### src/rtl/mips_bus_pkg.sv
// Shared types for the MIPS load/store bus adapter.
//   size_t  : request access size encoding (3 is not a legal size)
//   state_t : adapter FSM states
//   err_t   : response error codes reported to the core
package mips_bus_pkg;

    typedef enum logic [1:0] {
        SIZE_B = 2'd0,
        SIZE_H = 2'd1,
        SIZE_W = 2'd2
    } size_t;

    typedef enum logic [1:0] {
        IDLE  = 2'd0,
        BUS   = 2'd1,
        RDATA = 2'd2,
        RESP  = 2'd3
    } state_t;

    typedef enum logic [1:0] {
        ERR_NONE     = 2'd0,
        ERR_MISALIGN = 2'd1,
        ERR_TIMEOUT  = 2'd2
    } err_t;

endpackage

### src/rtl/mips_bus_lane_align.sv
// Combinational byte-lane logic for the load/store bus adapter.
// Ports:
//   req_addr_lo, req_size, req_wdata : incoming request (store side)
//   misalign                         : request violates natural alignment
//   lane_be, lane_wdata              : byteenable / lane-shifted store data
//   ld_addr_lo, ld_size, ld_signed   : registered attributes of the load in flight
//   rdata                            : raw bus read data
//   ld_data                          : lane extracted to bit 0 and extended
module mips_bus_lane_align
    import mips_bus_pkg::*;
(
    input  logic [1:0]  req_addr_lo,
    input  logic [1:0]  req_size,
    input  logic [31:0] req_wdata,
    output logic        misalign,
    output logic [3:0]  lane_be,
    output logic [31:0] lane_wdata,
    input  logic [1:0]  ld_addr_lo,
    input  logic [1:0]  ld_size,
    input  logic        ld_signed,
    input  logic [31:0] rdata,
    output logic [31:0] ld_data
);

    logic [31:0] shifted;

    always_comb begin
        misalign   = 1'b0;
        lane_be    = 4'b0000;
        lane_wdata = 32'h0;
        case (req_size)
            SIZE_B: begin
                lane_be    = 4'b0001 << req_addr_lo;
                lane_wdata = {24'h0, req_wdata[7:0]} << {req_addr_lo, 3'b000};
            end
            SIZE_H: begin
                misalign   = req_addr_lo[0];
                lane_be    = req_addr_lo[1] ? 4'b1100 : 4'b0011;
                lane_wdata = req_addr_lo[1] ? {req_wdata[15:0], 16'h0}
                                            : {16'h0, req_wdata[15:0]};
            end
            SIZE_W: begin
                misalign   = (req_addr_lo != 2'b00);
                lane_be    = 4'b1111;
                lane_wdata = req_wdata;
            end
            default: misalign = 1'b1;
        endcase
    end

    always_comb begin
        shifted = rdata >> {ld_addr_lo, 3'b000};
        case (ld_size)
            SIZE_B:  ld_data = {{24{ld_signed & shifted[7]}}, shifted[7:0]};
            SIZE_H:  ld_data = {{16{ld_signed & shifted[15]}}, shifted[15:0]};
            default: ld_data = shifted;   // word loads are always at offset 0
        endcase
    end

endmodule

### src/rtl/mips_bus_lsu.sv
// Load/store adapter between the MIPS core and an Avalon-style memory bus.
// One request at a time; the bus transaction is registered and held through
// waitrequest, load data is extracted/extended one cycle after the read is
// accepted, and the core gets a one-cycle resp_valid pulse.
// Ports:
//   clk, reset (async, active low)
//   req_*  : core request handshake (req_ready high only in IDLE)
//   resp_* : completion pulse, load data, error code
//   address/read/write/writedata/byteenable/waitrequest/readdata : bus side
// Parameter TIMEOUT_CYCLES: waitrequest-high cycles before abandoning (0 = never).
//
// state | meaning
// IDLE  | ready for a request
// BUS   | strobe asserted, waiting for waitrequest low
// RDATA | sample readdata and extend into resp_rdata
// RESP  | resp_valid pulse, back to IDLE
module mips_bus_lsu
    import mips_bus_pkg::*;
#(
    parameter int TIMEOUT_CYCLES = 255
) (
    input  logic        clk,
    input  logic        reset,
    input  logic        req_valid,
    output logic        req_ready,
    input  logic        req_write,
    input  logic [1:0]  req_size,
    input  logic        req_signed,
    input  logic [31:0] req_addr,
    input  logic [31:0] req_wdata,
    output logic        resp_valid,
    output logic [31:0] resp_rdata,
    output logic [1:0]  resp_err,
    output logic [31:0] address,
    output logic        read,
    output logic        write,
    output logic [31:0] writedata,
    output logic [3:0]  byteenable,
    input  logic        waitrequest,
    input  logic [31:0] readdata
);

    localparam int CW = (TIMEOUT_CYCLES > 0) ? $clog2(TIMEOUT_CYCLES + 1) : 1;
    localparam logic [CW-1:0] WAIT_MAX = CW'(TIMEOUT_CYCLES);

    state_t      state;
    logic [CW-1:0] wait_cnt;
    logic        op_write;
    logic        op_signed;
    logic [1:0]  op_size;
    logic [1:0]  op_lo;

    logic        misalign;
    logic [3:0]  lane_be;
    logic [31:0] lane_wdata;
    logic [31:0] ld_data;
    logic        timeout_hit;

    mips_bus_lane_align u_lane (
        .req_addr_lo (req_addr[1:0]),
        .req_size    (req_size),
        .req_wdata   (req_wdata),
        .misalign    (misalign),
        .lane_be     (lane_be),
        .lane_wdata  (lane_wdata),
        .ld_addr_lo  (op_lo),
        .ld_size     (op_size),
        .ld_signed   (op_signed),
        .rdata       (readdata),
        .ld_data     (ld_data)
    );

    assign req_ready = (state == IDLE);

    // Fires on the TIMEOUT_CYCLES-th stalled cycle so the strobe is high for
    // exactly that many waitrequest cycles.
    assign timeout_hit = (TIMEOUT_CYCLES != 0) && waitrequest &&
                         ((wait_cnt + 1'b1) == WAIT_MAX);

    always_ff @(posedge clk or negedge reset) begin
        if (!reset) begin
            state      <= IDLE;
            wait_cnt   <= '0;
            op_write   <= 1'b0;
            op_signed  <= 1'b0;
            op_size    <= 2'd0;
            op_lo      <= 2'd0;
            address    <= 32'h0;
            read       <= 1'b0;
            write      <= 1'b0;
            writedata  <= 32'h0;
            byteenable <= 4'h0;
            resp_valid <= 1'b0;
            resp_rdata <= 32'h0;
            resp_err   <= ERR_NONE;
        end else begin
            case (state)
                IDLE: begin
                    if (req_valid) begin
                        op_write  <= req_write;
                        op_signed <= req_signed;
                        op_size   <= req_size;
                        op_lo     <= req_addr[1:0];
                        if (misalign) begin
                            resp_valid <= 1'b1;
                            resp_err   <= ERR_MISALIGN;
                            resp_rdata <= 32'h0;
                            state      <= RESP;
                        end else begin
                            address    <= {req_addr[31:2], 2'b00};
                            byteenable <= lane_be;
                            writedata  <= lane_wdata;
                            read       <= ~req_write;
                            write      <= req_write;
                            wait_cnt   <= '0;
                            state      <= BUS;
                        end
                    end
                end
                BUS: begin
                    if (!waitrequest) begin
                        read  <= 1'b0;
                        write <= 1'b0;
                        if (op_write) begin
                            resp_valid <= 1'b1;
                            resp_err   <= ERR_NONE;
                            resp_rdata <= 32'h0;
                            state      <= RESP;
                        end else begin
                            state <= RDATA;
                        end
                    end else if (timeout_hit) begin
                        read       <= 1'b0;
                        write      <= 1'b0;
                        resp_valid <= 1'b1;
                        resp_err   <= ERR_TIMEOUT;
                        resp_rdata <= 32'h0;
                        state      <= RESP;
                    end else if (wait_cnt != WAIT_MAX) begin
                        wait_cnt <= wait_cnt + 1'b1;
                    end
                end
                RDATA: begin
                    resp_rdata <= ld_data;
                    resp_err   <= ERR_NONE;
                    resp_valid <= 1'b1;
                    state      <= RESP;
                end
                RESP: begin
                    resp_valid <= 1'b0;
                    state      <= IDLE;
                end
                default: state <= IDLE;
            endcase
        end
    end

endmodule

### config.mk
export PLATFORM = sky130hd
export DESIGN_NAME = mips_bus_lsu
export DESIGN_NICKNAME = d
export VERILOG_FILES = /design/src/rtl/mips_bus_pkg.sv /design/src/rtl/mips_bus_lane_align.sv /design/src/rtl/mips_bus_lsu.sv
export SDC_FILE = /design/constraint.sdc
export NUM_CORES = 1
export LEC_CHECK = 0
export ABC_AREA = 0
export BUFFER_PORTS_ARGS = -buffer_cell sky130_fd_sc_hd__buf_2
export CAP_MARGIN = 10
export CORE_MARGIN = 5
export CORE_UTILIZATION = 54
export CTS_CLUSTER_SIZE = 14
export DETAILED_ROUTE_END_ITERATION = 16
export PLACE_DENSITY = 0.86
export SETUP_SLACK_MARGIN = 0.1
export SLEW_MARGIN = 15
export SYNTH_ARGS = -nofsm -noshare
export SYNTH_HDL_FRONTEND = slang
export SYNTH_SLANG_ARGS = --single-unit
### constraint.sdc
create_clock -name clk -period 3.8 [get_ports clk]
set_input_delay 0.19 -clock clk [delete_from_list [all_inputs] [get_ports clk]]
set_output_delay 0.19 -clock clk [all_outputs]
set_load 0.05 [all_outputs]
### Yosys cells after proc, flatten, opt, wreduce, memory -nomap -nowiden

Index checks and enable logic that the tools add are counted.

* word-level logic and storage cells: 96
* memories: 0
* bits in writable memories: 0
* register bits: 119
* bits in read-only memories: 0
* bits in latches: 0

* reduce and logical (&&, ||, !) cells: 14
* bitwise operators: 4
* multiplexer cells: 44
* shift operators: 3
* div/mod/pow operators: 0
* add/sub/neg operators: 1
* order comparisons: 0
* equality and inequality tests: 16
* $mul: 0

Operators with widths (count)
* $mux W32: 6
* $pmux W32 S3: 2
* $pmux W32 S2: 1
* $mux W8: 5
* $shl A8 B5 Y32: 1
* $shr A32 B5 Y32: 1
* $mux W2: 9
* $pmux W8 S2: 1
* $mux W1: 12
* $pmux W4 S3: 1
* $ne A2 B2 Y1 const B: 5
* $add A8 B1 Y8 const B: 1
* $eq A8 B8 Y1 const B: 1
* $ne A8 B8 Y1 const B: 1
* $pmux W2 S4: 1
* $reduce_and A4 Y1: 2
* $eq A2 B1 Y1 const B: 3
* $eq A2 B2 Y1 const B: 3
* $logic_not A2 Y1: 3
* $ne A3 B3 Y1 const B: 2
* $pmux W2 S3: 1
* $reduce_and A6 Y1: 1
* $reduce_and A5 Y1: 1
* $mux W4: 1
* 12 further kinds: 17

### Longest topological paths before layout

Gate-level depths: netlist of run 1.

* word-level depth: 6
* gate-level depth with buffers: 10
* depth with buffers taken out: 7

### By module

A second synthesis of run 1 with hierarchy kept.

* cells, all modules: 582
* area total of the unflattened synthesis: 6289.8 um^2

By module, submodules not included
* mips_bus_lsu: times used 1, seq. area each 2977.9 um^2, cells each 407, area each 5121.2 um^2
* mips_bus_lane_align: times used 1, seq. area each 0.0 um^2, cells each 175, area each 1168.6 um^2

### Worst setup path before layout of run 1

OpenSTA, ideal clock, no wires.

* path kind: register to register
* start: register state[1]
* end: register wait_cnt[1]
* setup slack: 1.326 ns
* required time: 3.674 ns
* stages on the path, launching flop included: 9
* setup time: 0.126 ns
* clock period less this slack: 2.474 ns
* arrival time: 2.348 ns
* path buffers: 2
* path through: dfrtp_1 -> inv_1 -> ha_1 -> clkbuf_1 -> nand2_1 -> o32ai_1 -> o22ai_1 -> buf_2 -> a221o_1

* longest elaborated chain between the ends: 3

RTL lines
* start: declaration: RTL line mips_bus_lsu.sv:46 `state_t state;`
* start signal: assignment: RTL line mips_bus_lsu.sv:82 `state <= IDLE;`
* start signal: assignment: RTL line mips_bus_lsu.sv:108 `state <= RESP;`
* start signal: assignment: RTL line mips_bus_lsu.sv:116 `state <= BUS;`
* $logic_not A2 Y1 *
* named net req_ready: RTL line mips_bus_lsu.sv:25 `output logic req_ready,`
* $ne A2 B2 Y1 (no line) / $reduce_bool A2 Y1 (equally long branches)
* $reduce_and A6 Y1 (no line)
* end signal: assignment: RTL line mips_bus_lsu.sv:140 `wait_cnt <= wait_cnt + 1'b1;`
* end: declaration: RTL line mips_bus_lsu.sv:47 `logic [CW-1:0] wait_cnt;`

Mark *: on every way through the listed nets, which the timed path passes. The rest lies on a longest branch.
A chain may end at the register's enable or synchronous reset.

### Worst setup path in the final report of run 1

* start: register state[1]
* end: register resp_rdata[10]

* longest elaborated chain between the ends: 3

RTL lines
* $eq A2 B1 Y1 (tied with other cells): RTL line mips_bus_lsu.sv:97 `case (state)`
* $ne A3 B3 Y1 (no line) (tied with other cells)
* $reduce_and A5 Y1 (no line)
* end signal: assignment: RTL line mips_bus_lsu.sv:144 `resp_rdata <= ld_data;`
* end: declaration: RTL line mips_bus_lsu.sv:32 `output logic [31:0] resp_rdata,`

Several ways; a longest one is shown, not always the timed one.

==> results.md, run 1 <==
* Worst setup path startpoint: state[1]$_DFFE_PN0P_
* Worst vdd ir at 0.000630 V
* DR vias/cell at 6.00
* Synthesized-area fraction occupied by adder cells at 0.0147
* WP data required at 4.20 ns
* Ys Warns at 0
* Mux cell area share after synthesis at 0.131
* Clk buf depth at 2
* DPL Wire Length at 12300 um
* Synth Area in XOR/XNOR at 0.00442
* Crit start category: flop
* Initial drt markers at 680
* Post-DRT Antenna Nets at 0
* Antenna violations before repair at 1
* Crit Path Max Fanout at 20
* Post-Syn Instances at 558
* Port bufs at 207
* Post-synth EDFFs at 0
* Die Area at 0.0132 mm^2
* Worst-path clk slew at 0.06 ns
* Final wirelength at 19500 um
* Status: finished, final reports clean
* Rows at 38
* CTS H-tree depth at 4
* RD Place Congestion at 0.853
* IO Count at 210
* Tcrit/Tclk final at 0.776
* Final TNS setup at 0 ns
* Setup violators final at 0
* Root buf cell: clkbuf_8
* Layout net count at 918
* Fillcell total at 703
* Ys flop type: dfrtp_1
* Worst Skew at 0.00977 ns
* Synth Area in Compound Gates at 0.216
* Total CTS buffers at 17
* Crit Reg-Reg Startpoint: state[1]$_DFFE_PN0P_
* Drt wl/cell at 20.3 um
* CORE AREA at 0.0108 mm^2
* TritonCTS clock tree: yes
* Area Overhead vs Synth at 39.0%
* Avg Inst Size Synth at 10.7 um^2
* Ratio of cells with drive above 1 in the final layout at 0.387
* RSZ-0062 raised after global routing: false
* WP data arrival at 3.35 ns
* PwrDens at 955 mW/mm^2
* Post-synthesis sequential area ratio at 0.501
* Main combinational cell family by area after synthesis: compound AO/OA/AOI/OAI gates
* Die Span Y at 115 um
* Hold_buf cts at 62
* Number of vias in the routed layout at 5756
* Sink Count at 119
* Max-slew headroom at 0.228
* Ant. Diodes at 0
* Pin slew with the least headroom to its limit at 1.16 ns
* Critical hold path startpoint: req_wdata[31]
* Async SR Flop Fraction at 1.00
* Residual DRC at 0
* First-pass iteration count of the detailed router at 6
* Global Route Usage Sum at 0.301
* Max_cap viols at 0
* Final global-route overflow total at 0
* Worst skew pair latency at 0.53 ns
* Post-layout minimum cycle time at 2.95 ns
* Slew Limit Fails at 0
* Largest net degree at the start of global routing at 68
* Leakage at 3.99 nW
* Final count of hold timing violations at 0
* Crit. End Element: flop
* Hold crit path type: in -> reg
* First-pass GRT wire length at 31100 um
* Fmax at 339 MHz
* CP Class: reg -> reg
* Final Non-Filler Cells at 960
* Cell Area, Synth at 0.00595 mm^2
* Die Wd at 115 um
* Post-synth cell types at 54
* # resized after CTS at 0
* Placed Cells at 866
* Post-Synth Simple-Gate Area at 0.0827
* Initial Util at 0.549
* Post CTS Setup Buffer Count at 0
* Yosys reg bits at 119
* Vias in the first global route at 6074
## layout by cell type (no fill, tap or decap), drive strengths merged, types with 3 or more instances in the layout
cell / count
a221oi: 6
nand4: 3
mux2: 54
o211ai: 9
nor3: 3
buf: 216
dfrtp: 119
inv: 12
xnor2: 3
clkinv: 5
o22ai: 3
clkinvlp: 4
o31ai: 19
nand2: 54
dlygate4sd3: 62
nor2: 17
ha: 7
a22oi: 17
nor2b: 7
a21o: 5
a21oi: 21
clkbuf: 18
o21ai: 74
bufinv: 4
mux2i: 14
a22o: 15
o2bb2ai: 3
nand3: 5
or2: 6
a222oi: 8
## sequential cells by signal, summed over array words and instances, names as in the netlist
signal,count
resp_valid,1
op_lo,2
resp_err,2
state,2
resp_rdata,32
byteenable,4
op_signed,1
read,1
address,30
write,1
op_size,2
writedata,32
wait_cnt,8
op_write,1
## cell type report
class / instances / area [um^2] / share of cell area
clock inverters: 14 / 199 / 0.0241
flip-flops and latches: 119 / 2980 / 0.360
inverters: 11 / 41.3 / 0.00499
well taps: 140 / 175 / 0.0212
clock buffers: 18 / 428 / 0.0517
repair buffers: 278 / 1730 / 0.209
multi-input cells: 380 / 2720 / 0.329
## final timing paths
kind                                                   end  cells after the start  slack, ns
worst max register to register  resp_rdata[10]$_DFFE_PN0P_                      7       0.85
worst min register to register   writedata[18]$_DFFE_PN0P_                      2       0.47
min in group asynchronous       resp_rdata[24]$_DFFE_PN0P_                      2       0.33
worst max-delay path            resp_rdata[10]$_DFFE_PN0P_                      7       0.85
worst min-delay path             writedata[31]$_DFFE_PN0P_                      3       0.03
max in group asynchronous          address[25]$_DFFE_PN0P_                      3       2.54
## per-stage QoR
stage	utilization	worst slack [ns]	total power, W	area [um^2]	hold slack [ns]
final	0.763	0.852	0.00789	8270	0.0309
after detailed placement	0.646	0.937	0.00604	7010	0.351
after global routing	0.763	0.644	0.00824	8270	0.0243
after floorplan	-	1.33	0.00511	5950	-0.106
after CTS	0.761	0.756	0.00780	8250	0.00680
after global placement	0.646	1.09	0.00591	7010	0.339
## cells by family (layout without fill, tap and decap cells)
logic type | count (synthesis) | after routing
compound gates | 192 | 192
flops | 119 | 119
simple gates | 107 | 107
mux | 69 | 69
buf+inv | 60 | 321
fa+ha+maj | 7 | 7
xor+xnor | 3 | 3
other cells | 1 | 2
## critical path, cell delays in order, from the launching register on
cell and delay (ns):
dfrtp_1 0.43, inv_1 0.13, ha_1 0.59, nand2_1 0.20, o21bai_1 0.20, o211ai_1 0.19
or2_1 0.66, mux2_2 0.42
## cell usage after synthesis (9+ instances only)
cell      instances  share of area
a21oi_1          21          0.018
a22o_1           15          0.022
a22oi_1          17          0.021
clkbuf_1         28          0.018
dfrtp_1         119           0.50
inv_1            11         0.0069
mux2_2           51          0.097
mux2i_1          14          0.024
nand2_1          54          0.034
nor2_1           17          0.011
o211ai_1          9          0.011
o21ai_0          73          0.061
o31ai_1          18          0.023
## report_power, final
| group | switching, W | total, W | leakage, nW | internal, W |
|---|---|---|---|---|
| Sequential | 0.000348 | 0.00212 | 1.54 | 0.00177 |
| Combinational | 0.00293 | 0.00408 | 2.16 | 0.00115 |
| Clock | 0.000610 | 0.00170 | 0.294 | 0.00109 |
| Total | 0.00389 | 0.00789 | 3.99 | 0.00400 |
## layer usage
metal / track usage / wire length [um] / vias up
met2: 0.515 / 9830 / 370
met5: 0 / 17 / -
li1: - / - / 2565
met4: 0.135 / 783 / 2
met1: 0.352 / 7000 / 2754
met3: 0.0842 / 1870 / 65
Power figures use the tool's default switching activity.
==> run 2: changes to the inputs <==
Settings changed: CORE_UTILIZATION 54 to 50, PLACE_DENSITY 0.86 to 0.8.
Clock period 3.8 ns to 3 ns, I/O delays scaled along.
==> results.md, run 2 (same netlist as run 1, synthesis figures left out) <==
* Status: finished, final reports clean
* Residual DRC at 0
* Die Span Y at 119 um
* Clk buf depth at 2
* Max-slew headroom at 0.351
* Most frequent cells in the layout: buf_2 (206), dfrtp_1 (119), o21ai_0 (73)
* Most common cell after layout, fill and taps aside: buf_2
* DPL Wire Length at 12700 um
* CORE AREA at 0.0115 mm^2
* Pint at 0.00508 W
* Die Area at 0.0142 mm^2
* Top flop regs: resp_rdata (32), writedata (32), address (30)
* Ratio of cells with drive above 1 in the final layout at 0.403
* Multi-input gate area at 0.00270 mm^2
* Worst-path clk slew at 0.05 ns
* Final count of hold timing violations at 0
* Area Overhead vs Synth at 34.6%
* P_sw at 0.00477 W
* Logic pwr share at 0.519
* Tcrit/Tclk final at 0.809
* Crit start category: flop
* Global Route Usage Sum at 0.260
* CP Class: reg -> reg
* Final wirelength at 18200 um
* First-pass GRT wire length at 29800 um
* Fmax at 412 MHz
* Hold EP: writedata[3]$_DFFE_PN0P_
* Initial Util at 0.517
* Leakage at 3.92 nW
* Placed Cells at 878
* Worst vdd ir at 0.000641 V
* RD Place Congestion at 0.899
* Post CTS Setup Buffer Count at 0
* Max_cap viols at 0
* PwrDens at 1230 mW/mm^2
* Hold crit path type: in -> reg
* Slew Limit Fails at 0
* Die Wd at 119 um
* Total CTS buffers at 17
* Critical hold path startpoint: req_wdata[3]
* Initial drt markers at 501
* Root buf cell: clkbuf_16
* Reg-to-reg critical path endpoint: writedata[0]$_DFFE_PN0P_
* R2R setup slack at 0.57 ns
* DR vias/cell at 5.86
* Crit Reg-Reg Startpoint: state[0]$_DFFE_PN0P_
* Drt wl/cell at 19.3 um
* Setup violators final at 0
* Post-DRT Antenna Nets at 0
* Design Power at 0.00985 W
* Post-layout minimum cycle time at 2.43 ns
* Vias in the first global route at 5784
* Final global-route overflow total at 0
* Sw Share at 0.484
* Clock power frac at 0.208
* Number of vias in the routed layout at 5526
* Fillcell total at 870
* Final TNS setup at 0 ns
* WHS Path Cells at 2
* RSZ-0062 raised after global routing: false
* Largest net degree at the start of global routing at 76
* Worst Skew at 0.00626 ns
* IO Count at 210
* Antenna violations before repair at 1
* CTS H-tree depth at 4
* Worst skew pair latency at 0.41 ns
* Crit Path Max Fanout at 46
* First-pass iteration count of the detailed router at 6
* WP data arrival at 2.73 ns
* Crit. End Element: flop
* Port bufs at 207
* WP data required at 3.30 ns
* Rows at 39
* Pin slew with the least headroom to its limit at 0.973 ns
* TritonCTS clock tree: yes
* R2r worst-path depth at 5
* FF/Latch Area at 0.00298 mm^2
* Final Non-Filler Cells at 943
* Layout net count at 897
* Sequential share of power at 0.273
* Sink Count at 119
-- run 2: changes by cell type in the layout (fill, tap and decap cells not counted), moves of 2 or more --
cell           before  now
clkbuf_1            0    2
clkinv_2            1    7
buf_4              10   18
dlygate4sd3_1      62   32
clkinvlp_4          4    0
clkinv_4            4    0
-- run 2: layout make-up --
type,count,area share
flip-flops and latches,119,0.372
multi-input cells,380,0.337
repair buffers,257,0.188
clock buffers,22,0.0592
well taps,143,0.0223
clock inverters,10,0.0156
inverters,11,0.00516
diodes,1,0.000313
-- run 2: power groups by stage --
stage               sequential (W)  combinational [W]  clock, W
global route               0.00277            0.00540   0.00216
finish                     0.00269            0.00511   0.00205
global placement           0.00265            0.00492         0
floorplan                  0.00451            0.00196         0
detailed placement         0.00270            0.00505         0
CTS                        0.00268            0.00511   0.00207
-- run 2: worst max path at each step --
stage	startpoint	to	slack [ns]	cells past startpoint
floorplan	state[1]$_DFFE_PN0P_	wait_cnt[1]$_DFFE_PN0P_	0.53	8
finish	state[0]$_DFFE_PN0P_	writedata[0]$_DFFE_PN0P_	0.57	5
detailed placement	state[1]$_DFFE_PN0P_	resp_rdata[29]$_DFFE_PN0P_	0.59	7
global placement	wait_cnt[0]$_DFFE_PN0P_	resp_rdata[23]$_DFFE_PN0P_	0.73	7
global route	state[1]$_DFFE_PN0P_	writedata[0]$_DFFE_PN0P_	0.39	5
CTS	state[0]$_DFFE_PN0P_	writedata[0]$_DFFE_PN0P_	0.57	5
-- run 2: through the flow --
step | hold slack, ns | setup slack [ns] | area [um^2] | util
6_report | 0.0341 | 0.574 | 8010 | 0.695
3_3_place_gp | 0.338 | 0.733 | 7080 | 0.615
4_1_cts | 0.0161 | 0.575 | 8000 | 0.695
5_1_grt | 0.0207 | 0.393 | 8010 | 0.695
2_1_floorplan | -0.146 | 0.526 | 5950 | -
3_5_place_dp | 0.360 | 0.593 | 7080 | 0.615
-- run 2: per-layer routing --
metal / track usage / wire (um)
met2: 0.442 / 9250
met1: 0.310 / 7140
met4: 0.114 / 481
met3: 0.0716 / 1350
met5: 0 / 0
-- run 2: timing repair --
action / in CTS / in global routing
gates resized for setup: 0 / 0
hold buffers: 32 / 0
endpoints found under the hold margin: 105 / 0
-- run 2: worst max-delay path, cell delays in order (launching register included) --
cell	delay (ns)
dfrtp_1	0.44
inv_1	0.12
ha_1	0.45
nand3_4	0.59
buf_4	0.44
a22o_1	0.26
